File: config.mk
export PLATFORM = sky130hd
export DESIGN_NAME = mem_port_arbiter
export DESIGN_NICKNAME = d
export VERILOG_FILES = /design/src/rtl/mem_port_arbiter_pkg.sv /design/src/rtl/arb_owner_fifo.sv /design/src/rtl/mem_port_arbiter.sv
export SDC_FILE = /design/constraint.sdc
export NUM_CORES = 1
export LEC_CHECK = 0
export ABC_CLOCK_PERIOD_IN_PS = 2900
export BUFFER_PORTS_ARGS = -buffer_cell sky130_fd_sc_hd__buf_2
export CAP_MARGIN = 20
export CORE_AREA = 2 2 110 112
export DETAILED_ROUTE_END_ITERATION = 8
export DIE_AREA = 0 0 112 114
export HOLD_SLACK_MARGIN = 0.08
export PLACE_DENSITY = 0.45
export SKIP_LAST_GASP = 1
export SLEW_MARGIN = 20
export SYNTH_ARGS = -nofsm -noshare
export SYNTH_HDL_FRONTEND = slang
export SYNTH_SLANG_ARGS = --single-unit
File: constraint.sdc
create_clock -name clk -period 2.9 [get_ports clk]
set_input_delay 0.58 -clock clk [delete_from_list [all_inputs] [get_ports clk]]
set_output_delay 0.58 -clock clk [all_outputs]
set_load 0.05 [all_outputs]
File: src/rtl/mem_port_arbiter_pkg.sv
// rtl/mem_port_arbiter_pkg.sv - shared owner ids, FSM states and size encodings for the memory port arbiter
package mem_port_arbiter_pkg;

  localparam logic OWN_I = 1'b0;
  localparam logic OWN_D = 1'b1;

  localparam logic [1:0] ST_IDLE   = 2'd0;
  localparam logic [1:0] ST_HOLD_I = 2'd1;
  localparam logic [1:0] ST_HOLD_D = 2'd2;

  localparam logic [1:0] SIZE_BYTE = 2'd0;
  localparam logic [1:0] SIZE_HALF = 2'd1;
  localparam logic [1:0] SIZE_WORD = 2'd2;

endpackage

File: src/rtl/arb_owner_fifo.sv
// rtl/arb_owner_fifo.sv - 1-bit owner-id FIFO tracking which master each outstanding request belongs to
module arb_owner_fifo #(
  parameter int DEPTH = 2,
  parameter int CNT_W = 2
) (
  input  logic clk,
  input  logic reset,
  input  logic push,
  input  logic push_id,
  input  logic pop,
  output logic full,
  output logic empty,
  output logic head
);

  localparam int PTR_W = (DEPTH > 1) ? $clog2(DEPTH) : 1;

  logic [DEPTH-1:0] mem_q, mem_d;
  logic [PTR_W-1:0] wr_ptr_q, wr_ptr_d;
  logic [PTR_W-1:0] rd_ptr_q, rd_ptr_d;
  logic [CNT_W-1:0] count_q, count_d;
  logic             do_push, do_pop;

  assign full    = (count_q == CNT_W'(DEPTH));
  assign empty   = (count_q == '0);
  assign head    = mem_q[rd_ptr_q];
  // A full FIFO refuses push even when a pop frees a slot in the same cycle.
  assign do_push = push & ~full;
  assign do_pop  = pop & ~empty;

  always_comb begin
    mem_d    = mem_q;
    wr_ptr_d = wr_ptr_q;
    rd_ptr_d = rd_ptr_q;
    count_d  = count_q + CNT_W'(do_push) - CNT_W'(do_pop);
    if (do_push) begin
      mem_d[wr_ptr_q] = push_id;
      wr_ptr_d = (wr_ptr_q == PTR_W'(DEPTH - 1)) ? '0 : wr_ptr_q + PTR_W'(1);
    end
    if (do_pop) begin
      rd_ptr_d = (rd_ptr_q == PTR_W'(DEPTH - 1)) ? '0 : rd_ptr_q + PTR_W'(1);
    end
  end

  always_ff @(posedge clk) begin
    if (reset) begin
      mem_q    <= '0;
      wr_ptr_q <= '0;
      rd_ptr_q <= '0;
      count_q  <= '0;
    end else begin
      mem_q    <= mem_d;
      wr_ptr_q <= wr_ptr_d;
      rd_ptr_q <= rd_ptr_d;
      count_q  <= count_d;
    end
  end

endmodule

File: src/rtl/mem_port_arbiter.sv
// rtl/mem_port_arbiter.sv - shares one memory port between IF and MEM, data priority, in-order response routing
module mem_port_arbiter
  import mem_port_arbiter_pkg::*;
#(
  parameter int MAX_OUTST = 2,
  parameter int CNT_W     = 2
) (
  input  logic        clk,
  input  logic        reset,
  input  logic        inst_req,
  input  logic [31:0] inst_addr,
  output logic        inst_addr_ok,
  output logic        inst_data_ok,
  output logic [31:0] inst_rdata,
  input  logic        data_req,
  input  logic        data_wr,
  input  logic [1:0]  data_size,
  input  logic [31:0] data_addr,
  input  logic [3:0]  data_wstrb,
  input  logic [31:0] data_wdata,
  output logic        data_addr_ok,
  output logic        data_data_ok,
  output logic [31:0] data_rdata,
  output logic        s_req,
  output logic        s_wr,
  output logic [1:0]  s_size,
  output logic [31:0] s_addr,
  output logic [3:0]  s_wstrb,
  output logic [31:0] s_wdata,
  input  logic        s_addr_ok,
  input  logic        s_data_ok,
  input  logic [31:0] s_rdata,
  output logic        err_unexp_ok
);

  logic [1:0] state_q, state_d;
  logic       err_q, err_d;
  logic       sel_data, sel_req;
  logic       accept, pop, fifo_full, fifo_empty, fifo_head, resp_valid;

  // Held states pin the master so a rising data_req cannot preempt a pending inst request.
  always_comb begin
    sel_data = 1'b0;
    sel_req  = 1'b0;
    case (state_q)
      ST_HOLD_I: begin
        sel_data = 1'b0;
        sel_req  = inst_req;
      end
      ST_HOLD_D: begin
        sel_data = 1'b1;
        sel_req  = data_req;
      end
      default: begin
        sel_data = data_req;
        sel_req  = data_req | inst_req;
      end
    endcase
  end

  assign s_req   = sel_req & ~fifo_full;
  assign s_wr    = sel_data ? data_wr    : 1'b0;
  assign s_size  = sel_data ? data_size  : SIZE_WORD;
  assign s_addr  = sel_data ? data_addr  : inst_addr;
  assign s_wstrb = sel_data ? data_wstrb : 4'h0;
  assign s_wdata = sel_data ? data_wdata : 32'h0;

  assign accept       = s_req & s_addr_ok & ~reset;
  assign inst_addr_ok = accept & ~sel_data;
  assign data_addr_ok = accept & sel_data;

  assign pop          = s_data_ok & ~reset;
  assign resp_valid   = pop & ~fifo_empty;
  assign inst_data_ok = resp_valid & (fifo_head == OWN_I);
  assign data_data_ok = resp_valid & (fifo_head == OWN_D);
  assign inst_rdata   = s_rdata;
  assign data_rdata   = s_rdata;
  assign err_unexp_ok = err_q;

  always_comb begin
    state_d = state_q;
    err_d   = err_q | (pop & fifo_empty);
    case (state_q)
      ST_IDLE: begin
        if (s_req && !s_addr_ok) begin
          state_d = sel_data ? ST_HOLD_D : ST_HOLD_I;
        end
      end
      ST_HOLD_I, ST_HOLD_D: begin
        if (accept) begin
          state_d = ST_IDLE;
        end
      end
      default: state_d = ST_IDLE;
    endcase
  end

  always_ff @(posedge clk) begin
    if (reset) begin
      state_q <= ST_IDLE;
      err_q   <= 1'b0;
    end else begin
      state_q <= state_d;
      err_q   <= err_d;
    end
  end

  arb_owner_fifo #(
    .DEPTH (MAX_OUTST),
    .CNT_W (CNT_W)
  ) u_owner_fifo (
    .clk     (clk),
    .reset   (reset),
    .push    (accept),
    .push_id (sel_data ? OWN_D : OWN_I),
    .pop     (pop),
    .full    (fifo_full),
    .empty   (fifo_empty),
    .head    (fifo_head)
  );

endmodule

==> metrics.csv <==
metric,value,unit
grt_first_pass_wirelength,8.49,mm
synth_fa_ha_area_share,3.01,%
required,2.32,ns
overflow,0,
place.port_buffers,185,
holdPathStages,2,
status,"complete, no violations",
slew_violations,0,
drt_iter0_drc,63,
antenna_found_initial,0,
skew,0.000485,ns
cts_buffers,3,
clock_path_buffers,2,
vias_per_cell,3.80,
drtAntennaViolNets,0,
period_minus_slack,2.74,ns
hold_viol,0,
hold_class,reg -> reg,
hpwlAfterDp,5.25,mm
die_w,112,µm
syn_avg_cell_area,8.04,µm²
synth_area_leaders,"buf_4 (29%), mux2_2 (24%), nor2b_1 (15%), dfxtp_1 (11%), ha_1 (3.0%)",
drtPass1Iterations,4,
drv_cap,0,
cp_max_fo,12,
crit_arrival,2.16,ns
yosysUniqueCellTypes,33,
hp-start,err_unexp_ok,
drc,0,
yosysTopAreaCell,buf_4,
syn_nets,352,
root_buffer,clkbuf_16,
critPathKind,reg -> out,
vias,1816,
max_slew_margin,68.0,%
synth_top_cell_area_share,28.9,%
setup-tns-final,0,ns
end_kind,output port,
coreArea,11700,µm²
fin_nets,477,
layout-drive-gt1-share,71.3,%
timing.rr.start,state_q[1],
hold_buffers,0,
worstSkewPairLatency,0.23,ns
syn_area,1660,µm²
clk_pin_slew,0.04,ns
rsz0062_at_grt,false,
cts_tree,built,
fmax,365,MHz
antenna_cells,0,
ys_seq_area_share,10.8,%
ff2ff_path_depth,7,
routed_wl,6.33,mm
wl_per_cell,13.2,µm
hold_end,err_unexp_ok,
synthMuxAreaShare,24.9,%
setup_viol,0,
synthToLayoutAreaGrowth,49.6,%
async_flop_share,0,%
synth-compound-area-share,5.26,%
r2r_setup_slack,0.82,ns
netlist_instances,207,
ys_ff_latch,9,
io-pin-count,282,
p_leak,1.30,nW
die_area,12800,µm²
worst_setup_path_start_kind,register,
synthXorXnorAreaFrac,1.05,%
p_per_area,1110,nW/µm²
synth-main-ff-cell,dfxtp_1,
worstMarginPinSlew,0.476,ns
synth_edf_count,0,
synth_commonest_cells,"buf_4 (64), nor2b_1 (41), mux2_2 (35)",
grt_start_max_net_pins,49,
synth_top_family_by_area,buffers and inverters,
cts_sinks,9,
yosysMostFrequentCell,buf_4,
hold_slack,0.456,ns
place_congestion,0.931,
synth-simple-area-share,22.3,%
peakVddDrop,0.000731,V
fin_crit_sh,94.4,%
track_usage,8.32,%
yosys_warnings,0,
die_h,114,µm
total_power,2.77,mW
first_global_vias,1649,
start_util,14.2,%
rows,40,
timing.rr.end,u_owner_fifo.count_q[1],
htreeDepth,1,
worst max-delay path, stage by stage (launching register included):
cell and delay (ns):
dfxtp_1 0.38, inv_1 0.11, ha_4 0.33, mux2i_4 0.25, buf_12 0.15, buf_12 0.14, mux2_2 0.35, buf_2 0.21
stage by stage:
stage	instances	utilization (%)	instance area, µm²	setup WS [ns]
6_report	478	21.3	2490	0.162
5_1_grt	478	21.3	2490	0.0748
4_1_cts	473	20.4	2390	0.0340
3_5_place_dp	469	19.7	2310	0.244
3_3_place_gp	469	19.7	2310	0.298
2_1_floorplan	207	-	1670	0.208
how the worst max path moves through the flow:
stage	startpoint	end	slack, ns
finish	state_q[1]	s_addr[0]	0.16
global route	state_q[1]	s_addr[20]	0.07
CTS	state_q[1]	s_addr[0]	0.03
detailed placement	state_q[1]	s_addr[5]	0.24
global placement	state_q[0]	s_addr[5]	0.30
floorplan	state_q[0]	inst_addr_ok	0.21
metal layers:
layer	global-route usage (%)	routed length (µm)
met4	3.09	119
met3	1.86	497
met5	0	0
met2	14.4	3270
met1	10.1	2450
power by group:
part | switching, mW | leakage (nW) | internal (mW)
Combinational | 1.61 | 1.18 | 0.728
Sequential | 0.0295 | 0.0736 | 0.161
Clock | 0.0604 | 0.0382 | 0.184
Total | 1.70 | 1.30 | 1.07
area by class of cell:
| type | instances | area, µm² |
|---|---|---|
| clock buffers | 4 | 78.8 |
| repair buffers | 193 | 1050 |
| fillers | 1327 | 9220 |
| flip-flops and latches | 9 | 180 |
| multi-input cells | 119 | 971 |
| well taps | 147 | 184 |
| inverters | 6 | 22.5 |
kinds of logic after synthesis:
logic type                 Yosys count
adders and majority gates            4
buffers and inverters               79
AOI/OAI and AO/OA                   12
DFF                                  9
muxes                               37
xor gates and xnor gates             2
and+or+nand+nor                     64
cells in the final DEF, fill, tap and decap left out, drive strengths merged, types with 2 or more instances in the layout:
cell type / netlist / final
buf: 69 / 191
nor2b: 41 / 41
mux2: 35 / 35
dfxtp: 9 / 9
nor2: 6 / 6
inv: 6 / 6
nand2: 6 / 6
clkbuf: 4 / 6
ha: 4 / 4
nor3: 4 / 4
xnor2: 2 / 2
a21oi: 2 / 2
o2111ai: 2 / 2
mux2i: 2 / 2
sequential cells by signal, summed over array words and instances, names as in the netlist:
register / cells
state_q: 2
u_owner_fifo.mem_q: 2
err_unexp_ok: 1
u_owner_fifo.rd_ptr_q: 1
u_owner_fifo.wr_ptr_q: 1
u_owner_fifo.count_q: 2
repair_timing:
item                                    CTS  global route
endpoints found under the hold margin     0             0
endpoints found under the setup margin    7            33
cloned                                    0             3
gates resized for setup                   1             2
buffers inserted                          0             2
No activity file was read; power rests on OpenSTA's default activity.
